--- src/rtl/nibble_serial_subtractor.sv ---
// Serial subtractor: diff = a - b - bin, one 4-bit borrow-lookahead slice per clock.
// Optional zero/ovf flag outputs are built when SUB_FLAGS_EN is defined.
module nibble_serial_subtractor #(
  parameter int WIDTH = 16
) (
  input  logic             clk,
  input  logic             rst_n,
  input  logic             in_valid,
  output logic             in_ready,
  input  logic [WIDTH-1:0] a,
  input  logic [WIDTH-1:0] b,
  input  logic             bin,
  output logic             out_valid,
  input  logic             out_ready,
  output logic [WIDTH-1:0] diff,
  output logic             bout
`ifdef SUB_FLAGS_EN
  ,
  output logic             zero,
  output logic             ovf
`endif
);

  localparam int N  = WIDTH / 4;
  localparam int KW = (N > 1) ? $clog2(N) : 1;

  typedef enum logic [1:0] {
    IDLE,
    RUN,
    DONE
  } state_t;

  state_t           state;
  state_t           state_nxt;
  logic [WIDTH-1:0] a_r;
  logic [WIDTH-1:0] b_r;
  logic [KW-1:0]    k;
  logic             borrow;
  logic [3:0]       x_s;
  logic [3:0]       y_s;
  logic [5:0]       slice_res;
  logic [WIDTH-1:0] diff_nxt;
  logic             last_slice;
  logic             accept;
  logic             consume;

  // Returns {c4, c3, diff[3:0]} for one nibble of x - y - c0.
  function automatic logic [5:0] slice_sub(input logic [3:0] x, input logic [3:0] y,
                                           input logic c0);
    logic [3:0] g;
    logic [3:0] p;
    logic [4:0] c;
    g    = ~x & y;
    p    = ~(x ^ y);
    c[0] = c0;
    c[1] = g[0] | (p[0] & c0);
    c[2] = g[1] | (p[1] & g[0]) | (p[1] & p[0] & c0);
    c[3] = g[2] | (p[2] & g[1]) | (p[2] & p[1] & g[0]) | (p[2] & p[1] & p[0] & c0);
    c[4] = g[3] | (p[3] & g[2]) | (p[3] & p[2] & g[1]) | (p[3] & p[2] & p[1] & g[0])
         | (p[3] & p[2] & p[1] & p[0] & c0);
    return {c[4], c[3], x ^ y ^ c[3:0]};
  endfunction

  always_comb begin
    x_s        = a_r[int'(k)*4 +: 4];
    y_s        = b_r[int'(k)*4 +: 4];
    slice_res  = slice_sub(x_s, y_s, borrow);
    diff_nxt   = diff;
    diff_nxt[int'(k)*4 +: 4] = slice_res[3:0];
    last_slice = (k == KW'(N - 1));
  end

  always_comb begin
    state_nxt = state;
    in_ready  = 1'b0;
    out_valid = 1'b0;
    accept    = 1'b0;
    consume   = 1'b0;
    case (state)
      IDLE: begin
        in_ready = 1'b1;
        if (in_valid) begin
          accept    = 1'b1;
          state_nxt = RUN;
        end
      end
      RUN: begin
        if (last_slice) state_nxt = DONE;
      end
      DONE: begin
        out_valid = 1'b1;
        if (out_ready) begin
          consume   = 1'b1;
          state_nxt = IDLE;
        end
      end
      default: state_nxt = IDLE;
    endcase
  end

  always_ff @(posedge clk or negedge rst_n) begin
    if (!rst_n) state <= IDLE;
    else        state <= state_nxt;
  end

  // Operands are pure data: captured only at acceptance, never reset.
  always_ff @(posedge clk) begin
    if (accept) begin
      a_r <= a;
      b_r <= b;
    end
  end

  always_ff @(posedge clk or negedge rst_n) begin
    if (!rst_n) begin
      k      <= '0;
      borrow <= 1'b0;
      diff   <= '0;
      bout   <= 1'b0;
    end else if (accept) begin
      k      <= '0;
      borrow <= bin;
    end else if (state == RUN) begin
      diff   <= diff_nxt;
      borrow <= slice_res[5];
      if (last_slice) bout <= slice_res[5];
      else            k    <= k + KW'(1);
    end
  end

`ifdef SUB_FLAGS_EN
  // Flags latch with bout on the final slice; ovf is carry into MSB xor borrow out.
  always_ff @(posedge clk or negedge rst_n) begin
    if (!rst_n) begin
      zero <= 1'b0;
      ovf  <= 1'b0;
    end else if (state == RUN && last_slice) begin
      zero <= (diff_nxt == '0);
      ovf  <= slice_res[5] ^ slice_res[4];
    end
  end
`endif

  logic unused_consume;
  assign unused_consume = consume;

endmodule
--- config.mk ---
export PLATFORM = sky130hd
export DESIGN_NAME = nibble_serial_subtractor
export DESIGN_NICKNAME = d
export VERILOG_FILES = /design/src/rtl/nibble_serial_subtractor.sv
export SDC_FILE = /design/constraint.sdc
export NUM_CORES = 1
export LEC_CHECK = 0
export ABC_AREA = 1
export BUFFER_PORTS_ARGS = -buffer_cell sky130_fd_sc_hd__buf_4
export CORE_MARGIN = 1.5
export CORE_UTILIZATION = 57
export CTS_CLUSTER_SIZE = 24
export DETAILED_ROUTE_END_ITERATION = 8
export PLACE_DENSITY = 0.84
export SLEW_MARGIN = 10
export SYNTH_ARGS = -nofsm -noshare
export SYNTH_HDL_FRONTEND = slang
export SYNTH_SLANG_ARGS = --single-unit
--- constraint.sdc ---
create_clock -name clk -period 3.1 [get_ports clk]
set_clock_uncertainty 0.15 [all_clocks]
set_input_delay 0.465 -clock clk [delete_from_list [all_inputs] [get_ports clk]]
set_output_delay 0.465 -clock clk [all_outputs]
set_load 0.005 [all_outputs]
**Word-level counts from Yosys, hierarchy flattened**

Cells that the tools add are included.
Widths: inputs -> output; s select.

- Bits in registers: 54
- Input port bits: 37
- Output and inout bits: 19
- Word-level logic and storage cells: 72

- $add $sub $neg: 2
- Equality and inequality tests: 7
- Shifts and indexed selects: 4
- Multiplexer cells: 14
- Bitwise logic cells: 32
- Reductions and logical operators: 6

Operators by type and width:

| operator | count |
|---|---|
| $neg 4->33 | 1 |
| $shift 4x33->16 const A | 1 |
| $shiftx 4x33->16 | 1 |
| $shiftx 16x5->4 | 2 |
| $and 1x1->1 | 16 |
| $bwmux 16 | 1 |
| $mux 2 | 6 |
| $or 1x1->1 | 10 |
| $not 4->4 | 2 |
| $xor 4x4->4 | 2 |
| $mux 1 | 6 |
| $ne 2x2->1 const B | 3 |
| $pmux 2 s3 | 1 |
| $reduce_and 3->1 | 2 |
| $and 4x4->4 | 1 |
| $eq 2x2->1 const B | 2 |
| $reduce_and 2->1 | 2 |
| $add 2x1->2 const B | 1 |
| $eq 2x1->1 const B | 1 |
| $logic_not 2->1 | 1 |
| $ne 2x1->1 const B | 1 |
| $reduce_bool 2->1 | 1 |
| $not 1->1 | 1 |

**Longest topological paths before layout**

- Word-level depth: 10
- Depth in mapped cells: 13
- Mapped depth without buffers: 12

**Worst setup path before layout**

Ideal clock, no wire load.

- Kind: reg2reg
- From: reg k[0]
- To: reg diff[15]
- Library setup time: 0.118 ns
- Data arrival time: 1.845 ns
- Data required time: 2.832 ns
- Setup slack: 0.987 ns
- Cell stages (with the launch flop): 14
- Path buffers: 1
- Period minus slack after synthesis: 2.113 ns
- Cells stage by stage: dfrtp_1 > inv_2 > buf_2 > nand2_1 > a32o_1 > ha_1 > nand2_1 > nand2_1 > nor2_1 > nand2_1 > nand2_2 > nand2_2 > nand4_1 > nand2_1

- Longest elaborated chain between the ends: 10
- Elaborated cells on any way between the ends: 26
- Classes of those cells: 1 x add/sub; 4 x shift; 1 x mux; 20 x bitwise

Ends and longest elaborated chain:

| element | line | RTL |
|---|---|---|
| from (decl) | 37 | `logic [KW-1:0] k;` |
| from (signal assigned) | 127 | `else k <= k + KW'(1);` |
| $shiftx 16x5->4, on equally long branches | 65, 66 |  |
| $xor 4x4->4 / $not 4->4 (equally long branches) | 54, 61, 53 |  |
| $not 4->4 / $and 4x4->4 (equally long branches) | 54, 53 |  |
| $and 1x1->1 | 58 | `c[3] = g[2] \| (p[2] & g[1]) \| (p[2] & p[1] & g[0]) \| (p[2] & p[1] & p[0] & c0);` |
| $or 1x1->1 / $and 1x1->1 (equally long branches) (2 in series) | 58 |  |
| $or 1x1->1 | 58 |  |
| $xor 4x4->4 | 61 | `return {c[4], c[3], x ^ y ^ c[3:0]};` |
| $shiftx 4x33->16 | 69 | `diff_nxt[int'(k)*4 +: 4] = slice_res[3:0];` |
| $bwmux 16 (*) | 69 |  |
| to (signal assigned) | 124 | `diff <= diff_nxt;` |
| to (decl) | 15 | `output logic [WIDTH-1:0] diff,` |

Every way passes the cells marked *; elsewhere a longest branch is shown, timed or not.
A chain may end at the register's enable or synchronous reset.

**Worst setup path in the final report**

- From: reg k[1]
- To: reg diff[15]

Same word-level chain as after synthesis.

==> summary by stage <==
Logic synthesis
The number of nets produced by synthesis is 264. The cell count after synthesis is 216. The number of synthesized register bits is 54. The cell area that synthesis handed to floorplanning was 2440 um2. The mean instance size in the synthesized netlist is 11.3 um2.

The top-area cell type share of the netlist area is 39.4%. The total number of yosys warnings is 0. The largest total area in the synthesized netlist belongs to sky130_fd_sc_hd__edfxtp_1. Yosys attributes the largest share of cell area to sky130_fd_sc_hd__edfxtp_1 39%, sky130_fd_sc_hd__dfrtp_1 23%, sky130_fd_sc_hd__nand2_1 7.7%.

The netlist uses 26 different library cells. The share of the Yosys chip area taken by registers is 62.0%.

Routing
The count of nets left with antenna violations once routing finished came out at 0. The number of DRC markers in iteration 0 is 131. The vias after detailed routing is 1703.

The total DRC errors in the routed layout is 0. Before antenna repair, the detailed router went through 4 iterations. The average wire per standard cell is 13.4 um. The total length of routed wires is 4370 um. The detail-routed via count per cell is 5.21.

Timing
The worst slack on hold paths is 0.176 ns. Setup repair after global routing left no endpoint under its margin. The final number of hold-violating endpoints is 0. The worst path needs 2.44 ns of the cycle, external delays included.

In this run the tightest slew margin relative to its limit is 70.8%. The transition at the pin with the smallest max-transition slack is 0.437 ns. Setup violations remaining at the end of the flow were counted as 0. The count of pins over their slew limit is 0. The share of the clock period used by the worst path after layout is 78.6%. The maximum operating frequency is 0.411 GHz. The total negative slack for setup checks is 0 ns.

GRT
Entering global routing, the biggest net connects 34 pins. The first global-routing pass estimated 7100 um of wire. The via count of the first global-routing pass is 1635.

The number of antenna violations at the first check in global routing was 0. Global routing used 21.3% of the available tracks. Global routing finished with a remaining overflow of 0.

Layout
The layout has 293 filler cells. The utilization of the core after routing is 73.7%. The share of final-layout standard cells stronger than drive strength 1 is 29.6%. The library cell used most frequently in the layout, excluding fill and tap cells, is sky130_fd_sc_hd__buf_4. The signed area change from the synthesized netlist to the final layout is 22.8%. The final layout contains 324 nets. The finished layout holds 327 standard cells, fillers aside. The number of antenna diodes in the final layout is 0. In the layout the commonest cells are 57 x sky130_fd_sc_hd__buf_4, 50 x sky130_fd_sc_hd__nand2_1, 32 x sky130_fd_sc_hd__edfxtp_1.

Setup path
The highest net fanout along the worst path is 16. The highest-delay cell along the critical path is sky130_fd_sc_hd__dfrtp_1. The critical path starts at k[1]. Counting both buffers and inverters, the worst setup path holds a total of 1. The worst-case register-to-register setup slack is 0.66 ns. The type of destination of the critical path is a flip-flop.

The critical path is of the flip-flop to flip-flop type. The maximum single-stage delay on the critical path is 0.47 ns. Walking the worst path, the cells encountered are inv_1 -> a21oi_1 -> a32o_1 -> ha_1 -> nand2_1 -> nand2_1 -> nor2_1 -> nand2_1 -> nand2_2 -> nand2_2 -> nand4_1 -> nand2_1. The path length in cells of the critical path is 12. Following the worst setup path forward leads to its endpoint at diff[15]. The startpoint identified for the worst register-to-register timing path is k[1]. For the worst setup path, the data arrival time is 2.49 ns.

By instance count, the cell type seen most on the critical path is sky130_fd_sc_hd__nand2_1. The endpoint identified for the worst register-to-register timing path is diff[15]. The depth of the worst register-to-register path is 12.

The critical path startpoint category is a flip-flop. Broken down by cell family, the worst path's largest delay share belongs to simple AND/OR/NAND/NOR gates. The worst endpoint required time is 3.15 ns.

Clock network
Clock-pin slew was measured on the worst setup and hold paths at 0.09 ns. Counting along the longest clock path gives a buffer depth of 2. The quantity of gates resized following cts is 0. The tree is rooted in a sky130_fd_sc_hd__clkbuf_8.

The number of H-tree levels is 2. After clock tree synthesis, the flow added hold-fix buffers numbering 1. The post-CTS setup buffer count is 0. The insertion delay of the later-clocked pin in the worst-skew pair is 0.31 ns. The clock net in this run drives a total of 54 sinks. Counting the buffers created by CTS gives 5. The clock tree from TritonCTS is yes.

Placed design
The weighted congestion at the end of routability-driven global placement is 0.845. The number of I/O port buffers is 55. After detailed placement, the design holds a cell count of 318. Detailed placement ended at an HPWL of 3200 um.

Power and ir drop
The static power due to leakage is 1.36 nW. The areal power density over the cells is 1010 nW/um2. The largest vdd supply drop is 509 uV.

Floorplan
The core region is 4060 um2. 56 I/O pins were placed. Measured along the x axis, the die boundary spans 68.4 um. Once the floorplan was initialized, standard cells occupied 60.0% of the core. The initialized floorplan defines 23 standard-cell rows. The vertical extent of the die is 68.4 um. The overall die area is 4680 um2.

Status
The run finished with clean final reports.

Job
The tool flagged a number of max-cap violations equal to 0.

Min path
The path category of the worst min-delay check is input pin to flip-flop.
Yosys cell counts:
cell,instances
sky130_fd_sc_hd__o211ai_1,1
sky130_fd_sc_hd__dfrtp_1,22
sky130_fd_sc_hd__fa_1,1
sky130_fd_sc_hd__inv_6,1
sky130_fd_sc_hd__o22ai_1,6
sky130_fd_sc_hd__o21ai_0,16
sky130_fd_sc_hd__nand2_4,3
sky130_fd_sc_hd__a21oi_1,4
sky130_fd_sc_hd__ha_1,10
sky130_fd_sc_hd__o21ai_1,2
sky130_fd_sc_hd__a32o_1,4
sky130_fd_sc_hd__nand4_1,5
sky130_fd_sc_hd__nand4_2,1
sky130_fd_sc_hd__nand2_1,50
sky130_fd_sc_hd__nand4_4,1
sky130_fd_sc_hd__xor2_1,1
sky130_fd_sc_hd__edfxtp_1,32
sky130_fd_sc_hd__nor2_4,2
sky130_fd_sc_hd__o21ai_2,5
sky130_fd_sc_hd__inv_1,14
sky130_fd_sc_hd__nand2_2,4
sky130_fd_sc_hd__nand3_1,5
sky130_fd_sc_hd__buf_2,5
sky130_fd_sc_hd__o31ai_1,2
sky130_fd_sc_hd__nor2_1,16
sky130_fd_sc_hd__inv_2,3
stage by stage:
stage	area, um2	setup slack (ns)	power (mW)
after floorplan	2440	0.987	2.21
after global placement	2900	0.750	2.62
after detailed placement	2900	0.682	2.67
after CTS	2990	0.675	3.04
after global routing	2990	0.373	3.29
final	2990	0.664	3.03
power by group:
group	internal, mW	switching [mW]	leakage [nW]
Combinational	0.577	1.00	0.730
Sequential	0.980	0.0975	0.593
Clock	0.158	0.212	0.0399
Total	1.72	1.31	1.36
sequential cells by signal (all words and copies together), names as in the netlist:
| register | count |
|---|---|
| a_r | 16 |
| diff | 16 |
| borrow | 1 |
| state | 2 |
| b_r | 16 |
| k | 2 |
| bout | 1 |
cell families after synthesis:
kind of cell,after synthesis,share of synthesized area [%]
flip-flops,54,62.0
AND/OR/NAND/NOR,87,17.2
AO/OA/AOI/OAI,40,10.4
XOR/XNOR,1,0.360
adder cells (fa/ha/maj),11,5.96
buffers and inverters,23,4.01
how the worst min path moves through the flow:
| stage | to | depth (start not counted) | slack (ns) | startpoint |
|---|---|---|---|---|
| global placement | state[1] | 1 | 0.22 | rst_n |
| CTS | a_r[8] | 1 | 0.17 | a[8] |
| floorplan | borrow | 0 | 0.02 | rst_n |
| global route | a_r[15] | 1 | 0.17 | a[15] |
| finish | a_r[8] | 1 | 0.18 | a[8] |
| detailed placement | state[1] | 1 | 0.22 | rst_n |
layer usage:
layer	up-vias	wire, um	track usage, %
met5	-	0	0
met4	0	74	8.50
met3	7	241	5.43
met2	59	2180	37.5
met1	774	1870	24.8
li1	863	-	-
worst reg2reg max path, cell delays in order, from the launching register on:
cell and delay, ns:
sky130_fd_sc_hd__dfrtp_1 0.47, sky130_fd_sc_hd__inv_1 0.37, sky130_fd_sc_hd__a21oi_1 0.08, sky130_fd_sc_hd__a32o_1 0.23, sky130_fd_sc_hd__ha_1 0.35, sky130_fd_sc_hd__nand2_1 0.09, sky130_fd_sc_hd__nand2_1 0.05, sky130_fd_sc_hd__nor2_1 0.14
sky130_fd_sc_hd__nand2_1 0.08, sky130_fd_sc_hd__nand2_2 0.07, sky130_fd_sc_hd__nand2_2 0.10, sky130_fd_sc_hd__nand4_1 0.09, sky130_fd_sc_hd__nand2_1 0.05
final cells by class:
cell class	count	area, um2	area share (%)
clock buffers	7	76.3	2.55
clock inverters	1	3.75	0.125
inverters	18	72.6	2.43
multi-input cells	139	827	27.6
flip-flops and latches	54	1510	50.5
well taps	50	62.6	2.09
repair buffers	58	438	14.6
No activity file was read; power rests on OpenSTA's default activity.
